`config.mk`:
```
export PLATFORM = sky130hd
export DESIGN_NAME = axi_sram_bridge
export DESIGN_NICKNAME = d
export VERILOG_FILES = /design/src/rtl/axi_sram_bridge.sv
export SDC_FILE = /design/constraint.sdc
export NUM_CORES = 1
export LEC_CHECK = 0
export CORE_ASPECT_RATIO = 0.8
export CORE_UTILIZATION = 38
export CTS_CLUSTER_DIAMETER = 30
export DETAILED_ROUTE_END_ITERATION = 10
export PLACE_DENSITY = 0.81
export SLEW_MARGIN = 15
export SYNTH_ARGS = -nofsm -noshare
export SYNTH_HDL_FRONTEND = slang
export SYNTH_SLANG_ARGS = --single-unit
export TNS_END_PERCENT = 30
```
`constraint.sdc`:
```
create_clock -name aclk -period 2.1 [get_ports aclk]
set_input_delay 0.42 -clock aclk [delete_from_list [all_inputs] [get_ports aclk]]
set_output_delay 0.42 -clock aclk [all_outputs]
set_load 0.05 [all_outputs]
```
`src/rtl/axi_sram_bridge.sv`:
```
// axi_sram_bridge
//   AXI slave that services one read or write burst at a time from a
//   single-port synchronous SRAM with a one-cycle read latency.
//
// Ports
//   aclk, aresetn        clock, synchronous active-low reset
//   ar* / r*             AXI read address / read data channels
//   aw* / w* / b*        AXI write address / write data / write response
//   sram_en              SRAM access strobe
//   sram_we              per-byte write enables (all zero = read)
//   sram_addr            SRAM word address
//   sram_wdata           SRAM write data
//   sram_rdata           SRAM read data, valid the cycle after a read strobe
module axi_sram_bridge #(
  parameter int AXI_DATA_WIDTH  = 32,
  parameter int SRAM_ADDR_WIDTH = 16,
  parameter int ID_WIDTH        = 4
) (
  input  logic                        aclk,
  input  logic                        aresetn,
  // read address
  input  logic [ID_WIDTH-1:0]         arid,
  input  logic [31:0]                 araddr,
  input  logic [7:0]                  arlen,
  input  logic [2:0]                  arsize,
  input  logic [1:0]                  arburst,
  input  logic                        arvalid,
  output logic                        arready,
  // read data
  output logic [ID_WIDTH-1:0]         rid,
  output logic [AXI_DATA_WIDTH-1:0]   rdata,
  output logic [1:0]                  rresp,
  output logic                        rlast,
  output logic                        rvalid,
  input  logic                        rready,
  // write address
  input  logic [ID_WIDTH-1:0]         awid,
  input  logic [31:0]                 awaddr,
  input  logic [7:0]                  awlen,
  input  logic [2:0]                  awsize,
  input  logic [1:0]                  awburst,
  input  logic                        awvalid,
  output logic                        awready,
  // write data
  input  logic [AXI_DATA_WIDTH-1:0]   wdata,
  input  logic [AXI_DATA_WIDTH/8-1:0] wstrb,
  input  logic                        wlast,
  input  logic                        wvalid,
  output logic                        wready,
  // write response
  output logic [ID_WIDTH-1:0]         bid,
  output logic [1:0]                  bresp,
  output logic                        bvalid,
  input  logic                        bready,
  // SRAM
  output logic                        sram_en,
  output logic [AXI_DATA_WIDTH/8-1:0] sram_we,
  output logic [SRAM_ADDR_WIDTH-1:0]  sram_addr,
  output logic [AXI_DATA_WIDTH-1:0]   sram_wdata,
  input  logic [AXI_DATA_WIDTH-1:0]   sram_rdata
);

  localparam int STRB_WIDTH = AXI_DATA_WIDTH / 8;

  typedef enum logic [2:0] {IDLE, RD_REQ, RD_DATA, WR_DATA, WR_RESP} state_t;

  state_t                      state_reg, state_next;
  logic [ID_WIDTH-1:0]         id_reg;
  logic [SRAM_ADDR_WIDTH-1:0]  addr_reg;
  logic [7:0]                  len_reg;
  logic [7:0]                  beat_reg;
  logic                        incr_reg;
  logic                        prefer_write_reg;
  logic                        err_reg;
  logic                        rvalid_reg;
  logic                        rlast_reg;
  logic [ID_WIDTH-1:0]         rid_reg;
  logic [AXI_DATA_WIDTH-1:0]   rdata_reg;
  logic                        rd_fresh_reg;

  logic grant_write, grant_read;
  logic ar_hs, aw_hs, w_hs, r_hs, b_hs;
  logic last_beat;
  logic [SRAM_ADDR_WIDTH-1:0] addr_step;

  // Size, low address bits and address bits above the SRAM range play no part.
  logic unused_bits;
  assign unused_bits = ^{arsize, awsize, araddr[31:SRAM_ADDR_WIDTH+2], araddr[1:0],
                         awaddr[31:SRAM_ADDR_WIDTH+2], awaddr[1:0]};

  // On a tie the channel that was not granted last wins.
  assign grant_write = awvalid && (!arvalid || prefer_write_reg);
  assign grant_read  = arvalid && !grant_write;

  assign ar_hs = arvalid && arready;
  assign aw_hs = awvalid && awready;
  assign w_hs  = wvalid && wready;
  assign r_hs  = rvalid_reg && rready;
  assign b_hs  = bvalid && bready;

  assign last_beat = (beat_reg == len_reg);
  // FIXED and WRAP hold the address; only INCR advances it.
  assign addr_step = addr_reg + {{(SRAM_ADDR_WIDTH-1){1'b0}}, incr_reg};

  assign rvalid = rvalid_reg;
  assign rlast  = rlast_reg;
  assign rid    = rid_reg;
  assign rresp  = 2'b00;
  // The SRAM output is live on the first RD_DATA cycle; after that the
  // captured copy keeps rdata stable for as long as rready stays low.
  assign rdata  = rd_fresh_reg ? sram_rdata : rdata_reg;

  // ---------------- state register ----------------
  always_ff @(posedge aclk) begin
    if (!aresetn) state_reg <= IDLE;
    else          state_reg <= state_next;
  end

  // ---------------- next-state logic ----------------
  always_comb begin
    state_next = state_reg;
    case (state_reg)
      IDLE: begin
        if (aw_hs)      state_next = WR_DATA;
        else if (ar_hs) state_next = RD_REQ;
      end
      RD_REQ:  state_next = RD_DATA;
      RD_DATA: if (r_hs) state_next = rlast_reg ? IDLE : RD_REQ;
      WR_DATA: if (w_hs && last_beat) state_next = WR_RESP;
      WR_RESP: if (bready) state_next = IDLE;
      default: state_next = IDLE;
    endcase
  end

  // ---------------- output logic ----------------
  always_comb begin
    arready    = 1'b0;
    awready    = 1'b0;
    wready     = 1'b0;
    bvalid     = 1'b0;
    bid        = '0;
    bresp      = 2'b00;
    sram_en    = 1'b0;
    sram_we    = '0;
    sram_addr  = '0;
    sram_wdata = '0;
    case (state_reg)
      IDLE: begin
        arready = grant_read;
        awready = grant_write;
      end
      RD_REQ: begin
        sram_en   = 1'b1;
        sram_addr = addr_reg;
      end
      WR_DATA: begin
        wready = 1'b1;
        if (wvalid) begin
          sram_en    = 1'b1;
          sram_we    = wstrb;
          sram_addr  = addr_reg;
          sram_wdata = wdata;
        end
      end
      WR_RESP: begin
        bvalid = 1'b1;
        bid    = id_reg;
        bresp  = err_reg ? 2'b10 : 2'b00;
      end
      default: ;
    endcase
  end

  // ---------------- datapath registers ----------------
  always_ff @(posedge aclk) begin
    if (!aresetn) begin
      id_reg           <= '0;
      addr_reg         <= '0;
      len_reg          <= '0;
      beat_reg         <= '0;
      incr_reg         <= 1'b0;
      prefer_write_reg <= 1'b1;
      err_reg          <= 1'b0;
      rvalid_reg       <= 1'b0;
      rlast_reg        <= 1'b0;
      rid_reg          <= '0;
      rdata_reg        <= '0;
      rd_fresh_reg     <= 1'b0;
    end else begin
      rd_fresh_reg <= 1'b0;

      if (aw_hs) begin
        id_reg           <= awid;
        addr_reg         <= awaddr[SRAM_ADDR_WIDTH+1:2];
        len_reg          <= awlen;
        incr_reg         <= (awburst == 2'b01);
        beat_reg         <= '0;
        err_reg          <= 1'b0;
        prefer_write_reg <= 1'b0;
      end else if (ar_hs) begin
        id_reg           <= arid;
        addr_reg         <= araddr[SRAM_ADDR_WIDTH+1:2];
        len_reg          <= arlen;
        incr_reg         <= (arburst == 2'b01);
        beat_reg         <= '0;
        prefer_write_reg <= 1'b1;
      end

      if (state_reg == RD_REQ) begin
        rvalid_reg   <= 1'b1;
        rlast_reg    <= last_beat;
        rid_reg      <= id_reg;
        rd_fresh_reg <= 1'b1;
      end

      if (rd_fresh_reg) rdata_reg <= sram_rdata;

      if (r_hs) begin
        rvalid_reg <= 1'b0;
        rlast_reg  <= 1'b0;
        if (!rlast_reg) begin
          addr_reg <= addr_step;
          beat_reg <= beat_reg + 8'd1;
        end
      end

      if (w_hs) begin
        // wlast must coincide exactly with the final beat.
        if (wlast != last_beat) err_reg <= 1'b1;
        addr_reg <= addr_step;
        beat_reg <= beat_reg + 8'd1;
      end

      if (b_hs) err_reg <= 1'b0;
    end
  end

endmodule

```
==> results by group <==
Run status
  • Result of the run: finished with violations
  • Violated checks: design-rule violations

Finish
  • Area taken by flip-flops and latches: 1630 um2
  • Fill count: between 700 and 800
  • Antenna Diode Count: 0
  • Multi-input gate area in the final layout: between 2000 and 3000 um2
  • Syn-to-layout area delta: 85.3%
  • # nets final: 946
  • Layout cells sized above 1: 29.6%
  • Number of flip-flops in the largest register: 32
  • Design area: 8570 um2

Drt
  • Total iterations of the first detailed-routing run: 8
  • Count of unresolved DRC violations after routing: 18
  • Final routed wirelength across all metal layers: 16000 um
  • Average wire per standard cell: around 17 um
  • Via density per instance: 5.35
  • Via count: roughly 4900
  • Post-DRT Antenna Nets: 0
  • DRC violation total after the first TritonRoute iteration: 395

Clocking
  • Longest Clk Path Bufs: 2
  • Insertion delay to the later sink of the worst-skew pair: 340 ps
  • CTS H-Tree Depth: 3
  • Number of buffers added to fix hold violations after cts: 0
  • Clock edge transition at the registers on the reported setup and hold paths: 70 ps
  • Clock sink total: 81
  • Root buffer cell: sky130_fd_sc_hd__clkbuf_16
  • CTS Buf Count: 9
  • TritonCTS clock tree: built

Yosys
  • Post-synth EDFFs: 0
  • Complex-gate fraction of the synthesized area: 15.5%
  • Main flop type after synthesis: sky130_fd_sc_hd__dfxtp_1
  • Distinct cell type count of the synthesized netlist: 62
  • Post-Syn Instances: 528
  • Fraction of the mapped netlist area in adder cells: 0.812%
  • Share of synthesized cell area in and, or, nand and nor gates: between 30% and 40%
  • Share of the synthesized area in the top cell type: a little over a third
  • Share of synthesized area spent on multiplexers: 8.90%
  • Synth Area per Inst: about 8.8 um2
  • Ys Warns: 0
  • Xor and xnor area share after synthesis: 3.79%
  • Library cell with the largest summed area after synthesis: sky130_fd_sc_hd__dfxtp_1
  • Main area contributors after synthesis: sky130_fd_sc_hd__dfxtp_1, sky130_fd_sc_hd__and2_1, sky130_fd_sc_hd__mux2_2
  • Async set or reset register ratio after synthesis: 0%
  • Summed instance area of the synthesized netlist: 4620 um2
  • Part of the Yosys area used for sequential elements: 35.1%
  • Largest family of logic cells by synthesized area: simple AND/OR/NAND/NOR gates
  • Register bit count reported by yosys: 81

Timing
  • Total count of hold-check failures in the final report: 0
  • Hold WS: 485 ps
  • Maximum clock frequency: 484 MHz
  • Time the worst path needs with I/O delays and setup: 2070 ps
  • Final cycle utilization of the critical path: 98.4%
  • Worst Max-Slew Pin Slew: 604 ps
  • RSZ-0062 raised after global routing: true
  • Final-report setup violation count: 0
  • Final Max Slew Viols: 0
  • Worst slew margin relative to its limit: 59.6%
  • Final setup skew: 11.7 ps

Power and ir drop
  • Power density over the cells: 711 nW/um2
  • Post-layout total power: a little over 6 mW
  • Worst supply voltage drop on vdd: 536 uV
  • Static power due to leakage: about 3.4 nW

Critical path
  • Reg-to-reg setup timing slack: around 120 ps
  • Crit path max-delay cell type: sky130_fd_sc_hd__clkdlybuf4s50_1
  • CP Class: input pin to primary output
  • Required time of the worst setup path: 1680 ps
  • Gate family responsible for the most delay along the worst path: buffers and inverters
  • Endpoint class of the critical path: primary output
  • Number of buffers and inverters on the critical path: 3
  • Category of the worst setup path launch point: input pin
  • Critical-path cell list: clkdlybuf4s50_1, a21boi_2, nand2_1, inv_1, buf_12
  • Critical Path Fanout Max: 7
  • CP Data Arrival Time: 1650 ps
  • Slowest Stage Delay on Critical Path: 560 ps

Global route
  • Tot GR Track Use: 25.1%
  • Pin count of the biggest net entering global routing: 33
  • Wire length of the first global-routing pass: 25200 um
  • Total grt overflow: 0
  • Number of global-route vias before repair: 4922
  • Initial antenna violation count: 0

Placed design
  • Placer Congestion: 0.917
  • Post-DP Area: around 8100 um2
  • Detail Placement HPWL: 12100 um
  • IO buf count: approximately 240

Flow run
  • Number of max-cap violations: 0

Die
  • Number of rows created at floorplan: 35
  • Top-level I/O count: around 280
  • Die boundary width: 125 um
  • Effective utilization at floorplan: between 30% and 40%
  • Floorplan die area: 12600 um2
  • Placeable core area: 11700 um2
  • Height of the chip: 101 um

Hold path
  • Worst Hold Class: flip-flop to flip-flop
kinds of logic after synthesis:
group,Yosys count
buffers and inverters,50
AOI/OAI and AO/OA,91
and+or+nand+nor,245
adders and majority gates,3
other,1
muxes,37
xor gates and xnor gates,20
DFF,81
metrics by stage:
step / cells / TNS, ps / setup slack, ps / utilization, %
2_1_floorplan: 530 / -689 / -115 / -
3_3_place_gp: 900 / -3360 / -74.7 / 69.1
3_5_place_dp: 900 / -5660 / -195 / 69.1
4_1_cts: 922 / 0 / 7.64 / 73.1
5_1_grt: 922 / -121 / -14.9 / 73.3
6_report: 922 / 0 / 34.1 / 73.3
cells in the final DEF (no fill, tap or decap), types with 17 or more instances in the layout:
| cell | n |
|---|---|
| sky130_fd_sc_hd__and2_4 | 24 |
| sky130_fd_sc_hd__nand3_1 | 17 |
| sky130_fd_sc_hd__buf_4 | 32 |
| sky130_fd_sc_hd__and2_1 | 66 |
| sky130_fd_sc_hd__mux2_2 | 27 |
| sky130_fd_sc_hd__buf_12 | 92 |
| sky130_fd_sc_hd__a211oi_1 | 18 |
| sky130_fd_sc_hd__dfxtp_1 | 78 |
| sky130_fd_sc_hd__clkdlybuf4s50_1 | 140 |
| sky130_fd_sc_hd__nor2_1 | 38 |
| sky130_fd_sc_hd__nand2_1 | 32 |
layer usage:
metal  vias to the layer above  part of all wire (%)  global-route usage (%)
met5                         -                     0                       0
met4                         0                   1.3                    6.47
met3                        20                   6.9                    5.15
met2                       236                    53                    47.0
met1                      2330                    39                    29.3
li1                       2344                     -                       -
power breakdown:
group          internal, mW  switching, mW  total, mW
clock network         0.971          0.667       1.64
logic                  1.23           1.33       2.55
registers              1.72          0.185       1.90
total                  3.91           2.18       6.09
layout make-up:
class	count	area share, %
repair buffers	268	41.3
multi-input cells	399	33.4
flip-flops and latches	81	19.0
clock buffers	10	2.79
well taps	148	2.16
clock inverters	6	0.847
inverters	10	0.438
timing repair:
action                     CTS  global route
setup endpoints to repair   57            42
cloned                       2             0
pin swaps                    1             1
gates resized for setup     33             9
setup buffers                4             0
hold endpoints to repair     0             0
final timing paths:
kind | from | cells past startpoint | endpoint
worst max register to register | addr_reg[0] | 6 | addr_reg[14]
worst min-delay path | err_reg | 2 | err_reg
worst max-delay path | awvalid | 5 | arready
worst min register to register | err_reg | 2 | err_reg
synthesized netlist by cell type, drive strengths merged, types with 5 or more instances:
cell	instances
and2	93
dfxtp	81
nor2	46
mux2	33
nand2	33
buf	25
a211oi	18
nand3	18
a21oi	16
and3	15
clkbuf	15
xnor2	15
a311oi	14
inv	10
nand4	10
o32ai	10
o21ai	7
a31oi	6
nand3b	6
nor3	6
xor2	5
worst reg2reg max path: cells and delay by family (launching register included):
kind | cells | cell delay, ps
AND/OR/NAND/NOR | 2 | 670
AO/OA/AOI/OAI | 2 | 340
adder cells (fa/ha/maj) | 2 | 490
flip-flops | 1 | 370
Note: power is estimated with default switching activity, not from simulation.
